===== src/rtl/ahbl_master.sv =====
// AHB-Lite single-transfer initiator: turns a valid/ready command stream into
// NONSEQ transfers with a two-slot (address/data phase) pipeline.
module ahbl_master #(
    parameter logic [31:0] ID          = 32'h0000_0A00,
    parameter bit          CHECK_ALIGN = 1'b1
) (
    input  logic        HCLK,
    input  logic        HRESETn,
    input  logic        cmd_valid,
    output logic        cmd_ready,
    input  logic [31:0] cmd_addr,
    input  logic        cmd_write,
    input  logic [2:0]  cmd_size,
    input  logic [31:0] cmd_wdata,
    output logic        rsp_valid,
    output logic        rsp_write,
    output logic        rsp_err,
    output logic [31:0] rsp_rdata,
    output logic [31:0] HADDR,
    output logic [1:0]  HTRANS,
    output logic [2:0]  HSIZE,
    output logic        HWRITE,
    output logic [31:0] HWDATA,
    input  logic        HREADY,
    input  logic [31:0] HRDATA
);

    localparam logic [1:0] HTRANS_IDLE   = 2'b00;
    localparam logic [1:0] HTRANS_NONSEQ = 2'b10;

    // Alignment/size legality of a command; only the low address bits matter.
    function automatic logic cmd_illegal(input logic [1:0] addr_lo, input logic [2:0] size);
        case (size)
            3'd0:    cmd_illegal = 1'b0;
            3'd1:    cmd_illegal = addr_lo[0];
            3'd2:    cmd_illegal = (addr_lo != 2'b00);
            default: cmd_illegal = 1'b1;
        endcase
    endfunction

    logic        ap_valid_r;
    logic [31:0] ap_addr_r;
    logic [2:0]  ap_size_r;
    logic        ap_write_r;
    logic [31:0] ap_wdata_r;
    logic        ap_err_r;
    logic [1:0]  htrans_r;

    logic        dp_valid_r;
    logic        dp_write_r;
    logic [31:0] dp_wdata_r;
    logic        dp_err_r;

    logic        rsp_valid_r;
    logic        rsp_write_r;
    logic        rsp_err_r;
    logic [31:0] rsp_rdata_r;

    logic        cmd_ready_s;
    logic        accept_s;
    logic        cmd_err_s;
    logic        unused_id_s;

    // The ready path from HREADY is deliberately combinational so a full
    // address slot can be refilled on the same edge it drains.
    assign cmd_ready_s = ~ap_valid_r | HREADY;
    assign accept_s    = cmd_valid & cmd_ready_s;
    assign cmd_err_s   = CHECK_ALIGN & cmd_illegal(cmd_addr[1:0], cmd_size);
    assign unused_id_s = ^ID;

    // Address-phase slot; address/size/direction hold their last value when empty.
    always_ff @(posedge HCLK or negedge HRESETn) begin
        if (!HRESETn) begin
            ap_valid_r <= 1'b0;
            ap_addr_r  <= 32'h0000_0000;
            ap_size_r  <= 3'd0;
            ap_write_r <= 1'b0;
            ap_wdata_r <= 32'h0000_0000;
            ap_err_r   <= 1'b0;
            htrans_r   <= HTRANS_IDLE;
        end else if (accept_s) begin
            ap_valid_r <= 1'b1;
            ap_addr_r  <= cmd_addr;
            ap_size_r  <= cmd_size;
            ap_write_r <= cmd_write;
            ap_wdata_r <= cmd_wdata;
            ap_err_r   <= cmd_err_s;
            htrans_r   <= cmd_err_s ? HTRANS_IDLE : HTRANS_NONSEQ;
        end else if (HREADY) begin
            ap_valid_r <= 1'b0;
            htrans_r   <= HTRANS_IDLE;
        end
    end

    // Data-phase slot; advances only when the fabric completes the phase.
    always_ff @(posedge HCLK or negedge HRESETn) begin
        if (!HRESETn) begin
            dp_valid_r <= 1'b0;
            dp_write_r <= 1'b0;
            dp_wdata_r <= 32'h0000_0000;
            dp_err_r   <= 1'b0;
        end else if (HREADY) begin
            dp_valid_r <= ap_valid_r;
            dp_write_r <= ap_write_r;
            dp_wdata_r <= ap_wdata_r;
            dp_err_r   <= ap_err_r;
        end
    end

    // One-cycle response pulse when the data phase completes.
    always_ff @(posedge HCLK or negedge HRESETn) begin
        if (!HRESETn) begin
            rsp_valid_r <= 1'b0;
            rsp_write_r <= 1'b0;
            rsp_err_r   <= 1'b0;
            rsp_rdata_r <= 32'h0000_0000;
        end else if (HREADY && dp_valid_r) begin
            rsp_valid_r <= 1'b1;
            rsp_write_r <= dp_write_r;
            rsp_err_r   <= dp_err_r;
            rsp_rdata_r <= (!dp_write_r && !dp_err_r) ? HRDATA : 32'h0000_0000;
        end else begin
            rsp_valid_r <= 1'b0;
            rsp_write_r <= 1'b0;
            rsp_err_r   <= 1'b0;
            rsp_rdata_r <= 32'h0000_0000;
        end
    end

    assign cmd_ready = cmd_ready_s;
    assign HADDR     = ap_addr_r;
    assign HTRANS    = htrans_r;
    assign HSIZE     = ap_size_r;
    assign HWRITE    = ap_write_r;
    assign HWDATA    = dp_wdata_r;
    assign rsp_valid = rsp_valid_r;
    assign rsp_write = rsp_write_r;
    assign rsp_err   = rsp_err_r;
    assign rsp_rdata = rsp_rdata_r;

endmodule


===== config.mk =====
export PLATFORM = sky130hd
export DESIGN_NAME = ahbl_master
export DESIGN_NICKNAME = d
export VERILOG_FILES = /design/src/rtl/ahbl_master.sv
export SDC_FILE = /design/constraint.sdc
export NUM_CORES = 1
export LEC_CHECK = 0
export BUFFER_PORTS_ARGS = -buffer_cell sky130_fd_sc_hd__buf_2
export CORE_ASPECT_RATIO = 1.4
export CORE_MARGIN = 5
export CORE_UTILIZATION = 48
export DETAILED_ROUTE_END_ITERATION = 10
export PLACE_DENSITY_LB_ADDON = 0.2
export SYNTH_ARGS = -nofsm -noshare
export SYNTH_HDL_FRONTEND = slang
export SYNTH_SLANG_ARGS = --single-unit

===== constraint.sdc =====
create_clock -name HCLK -period 1.95 [get_ports HCLK]
set_clock_uncertainty 0.1 [all_clocks]
set_input_delay 0.39 -clock HCLK [delete_from_list [all_inputs] [get_ports HCLK]]
set_output_delay 0.39 -clock HCLK [all_outputs]
set_load 0.02 [all_outputs]

==> reports/results.txt <==
Status: completed
Final sum of negative setup slack: 0 ns
Final RePlAce weighted congestion: 0.742
Avg Inst Size Synth: 17.2 µm²
Peak supply drop: 0.707 mV
Clock tree from TritonCTS: built
Residual overflow from global routing: 0
Basic-gate share of the synthesized area counting and, or, nand and nor cells: 0.0520
Average routed wire per standard cell: 16.7 µm
Number of different library cells in the post-synthesis netlist: 21
Per-cell via count in the routed design: 4.78
Row count: 45
Power per Cell Area: 1140 nW/µm²
Combinational family with the most area after synthesis: multiplexers
Area growth, synth to finish: 35.2%
Proportion of layout cells with a drive suffix above 1: 0.655
Total standard cell area after synthesis: 5290 µm²
Vias: 3264
Leak: 3.68 nW
Synthesized netlist net count: 411
Cell accounting for the most synthesized area: dfrtp_1
Crit path max-delay cell type: dfrtp_1
Via count of the first global-routing pass: 3810
Worst Path Max Fanout: 5
Share of the core filled with cells: 0.661
Fraction of synthesized cell area taken by the top area cell type: 0.667
Clock transition at path regs: 0.06 ns
Crit path setup slack, layout: 0.385 ns
Highest cell delay on the worst timing path: 0.41 ns
Share of the synthesized area in compound gates (AO/OA/AOI/OAI): 0.00497
Number of routed nets with antenna violations: 0
CTS resizes: 0
Setup CP Type: reg -> out
Final non-filler cell area: 7150 µm²
Mux contribution to synthesized area: 0.253
RSZ-0062 raised after global routing: false
Count of inserted antenna diode cells: 0
Hold/Removal Path Class: in -> reg
Number of top-level pins: 210
Width of the die: 98.7 µm
Finish-stage setup viols: 0
Clock period minus worst slack: 1.57 ns
Type of element launching the critical path: register
Clock latency of the later-clocked register in the worst-skew pair: 0.40 ns
Family with the most delay on the worst path: flip-flops
Clock tree buffer depth: 2
Post-synthesis share of cell area spent on full adders, half adders and majority gates: 0
CTS H-tree depth: 4
Die height: 134 µm
Ordered list of cells on the worst path: nand2b_4, buf_2
Router iterations before antenna repair: 4
Clock buffer count from CTS: 17
Number of sinks on the clock net: 141
Ys Warns: 0
Sequential-to-total area share from yosys stat: 0.667
WP data arrival: 1.08 ns
Total placed instance area: 6530 µm²
Part of the cycle the worst path needs: 0.803
Final-stage net count: 633
Master cell of the clock root buffer: clkbuf_16
Number of hold violations in the final report: 0
Worst Hold Slack: 0.0861 ns
Ranking of synthesized cells by area: dfrtp_1, mux2_4, mux2_2, and2_1, buf_6
Maximum frequency from static timing analysis: 0.639 GHz
Maximum number of pins on one net before global-route repair: 48
Post-route DRC violation count: 0
Detailed router's first-iteration violation count: 76
Die footprint: 13200 µm²
Max-slew violation count: 0
Number of max-capacitance violations reported: 0
Required time reported for the critical path endpoint: 1.46 ns
Cells after Synth: 307
Core area: 10800 µm²
Overall global routing resource usage: 0.181
Wire length of the first global-routing pass: 18.8 mm
Yosys reg bits: 141
Xor and xnor fraction of the mapped netlist area: 0
Hpwl dp: 8.16 mm
Initial antenna violation count: 0
Endpoint class of the critical path: output pin
Setup slack after placement: 0.183 ns
Number of buffers and inverters on the critical path: 1
Detailed Route WL: 11.4 mm
Count of buffers from port buffering: 208
Initial Util: 0.489
logic make-up after synthesis:
family / count (synthesis)
other: 1
AND/OR/NAND/NOR: 42
multiplexers: 103
flip-flops: 141
AO/OA/AOI/OAI: 4
buffers and inverters: 16
stage by stage:
stage | cells | power, mW
2_1_floorplan | 307 | 4.40
3_3_place_gp | 650 | 4.94
3_5_place_dp | 650 | 4.98
4_1_cts | 683 | 8.27
5_1_grt | 683 | 8.54
6_report | 683 | 8.16
power breakdown:
group          leakage [nW]  internal (mW)  switching, mW  total, mW
Clock                 0.285           1.98           1.27       3.25
Combinational          1.68          0.681          0.727       1.41
Sequential             1.72           3.31          0.203       3.51
Total                  3.68           5.97           2.20       8.16
sequential cells by signal, indices dropped and copies added, names as in the netlist, 3 cells and up:
name	count
HADDR	32
HSIZE	3
HWDATA	32
ap_wdata_r	32
rsp_rdata	32
Yosys cell counts:
| library cell | number |
|---|---|
| o21a_1 | 1 |
| nand2b_1 | 2 |
| mux2_2 | 55 |
| nand2_1 | 1 |
| buf_6 | 6 |
| and3_1 | 2 |
| o2111ai_1 | 1 |
| buf_2 | 5 |
| a21oi_1 | 1 |
| dfrtp_1 | 141 |
| nor3b_2 | 1 |
| o21ai_0 | 1 |
| and2_1 | 33 |
| buf_4 | 1 |
| nand2b_4 | 1 |
| clkbuf_1 | 3 |
| nor3_1 | 1 |
| inv_1 | 1 |
| and2_4 | 1 |
| conb_1 | 1 |
| mux2_4 | 48 |
worst paths after layout:
kind	from	end	slack, ns	cells past startpoint
min in group asynchronous	HRESETn	HADDR[10]	0.38	2
setup reg to reg	ap_valid_r	HADDR[31]	0.39	4
hold reg to reg	ap_err_r	ap_err_r	0.39	1
setup / recovery	ap_valid_r	cmd_ready	0.38	2
hold / removal	HRDATA[2]	rsp_rdata[2]	0.09	2
max in group asynchronous	HRESETn	ap_wdata_r[3]	0.74	3
repair_timing:
item,in CTS,in global routing
setup buffers,0,0
hold buffers,1,0
endpoints found under the hold margin,43,0
metal layers:
layer  up-vias  wire, µm  part of all wire  global-route usage
met5         -         0                 0                   0
met4         0       172             0.015              0.0630
met3        12      1000             0.088              0.0739
met2       139      5860              0.51               0.305
met1      1633      4350              0.38               0.208
li1       1480         -                 -                   -
cells in the final DEF, fill, tap and decap left out, types with 4 or more instances in the layout:
cell type and n:
clkbuf_16 17, dfrtp_1 141, mux2_2 55, mux2_4 48, buf_2 207, inv_6 4
buf_12 5, and2_1 33, clkinvlp_4 4, buf_4 4
layout make-up:
cell class / count / area [µm²]
Tap cell: 141 / 176
Fill cell: 835 / 3660
Multi-Input combinational cell: 150 / 1650
Clock inverter: 13 / 154
Sequential cell: 141 / 3530
Inverter: 1 / 3.75
Timing Repair Buffer: 218 / 1190
Clock buffer: 19 / 453
Power figures use the tool's default switching activity.
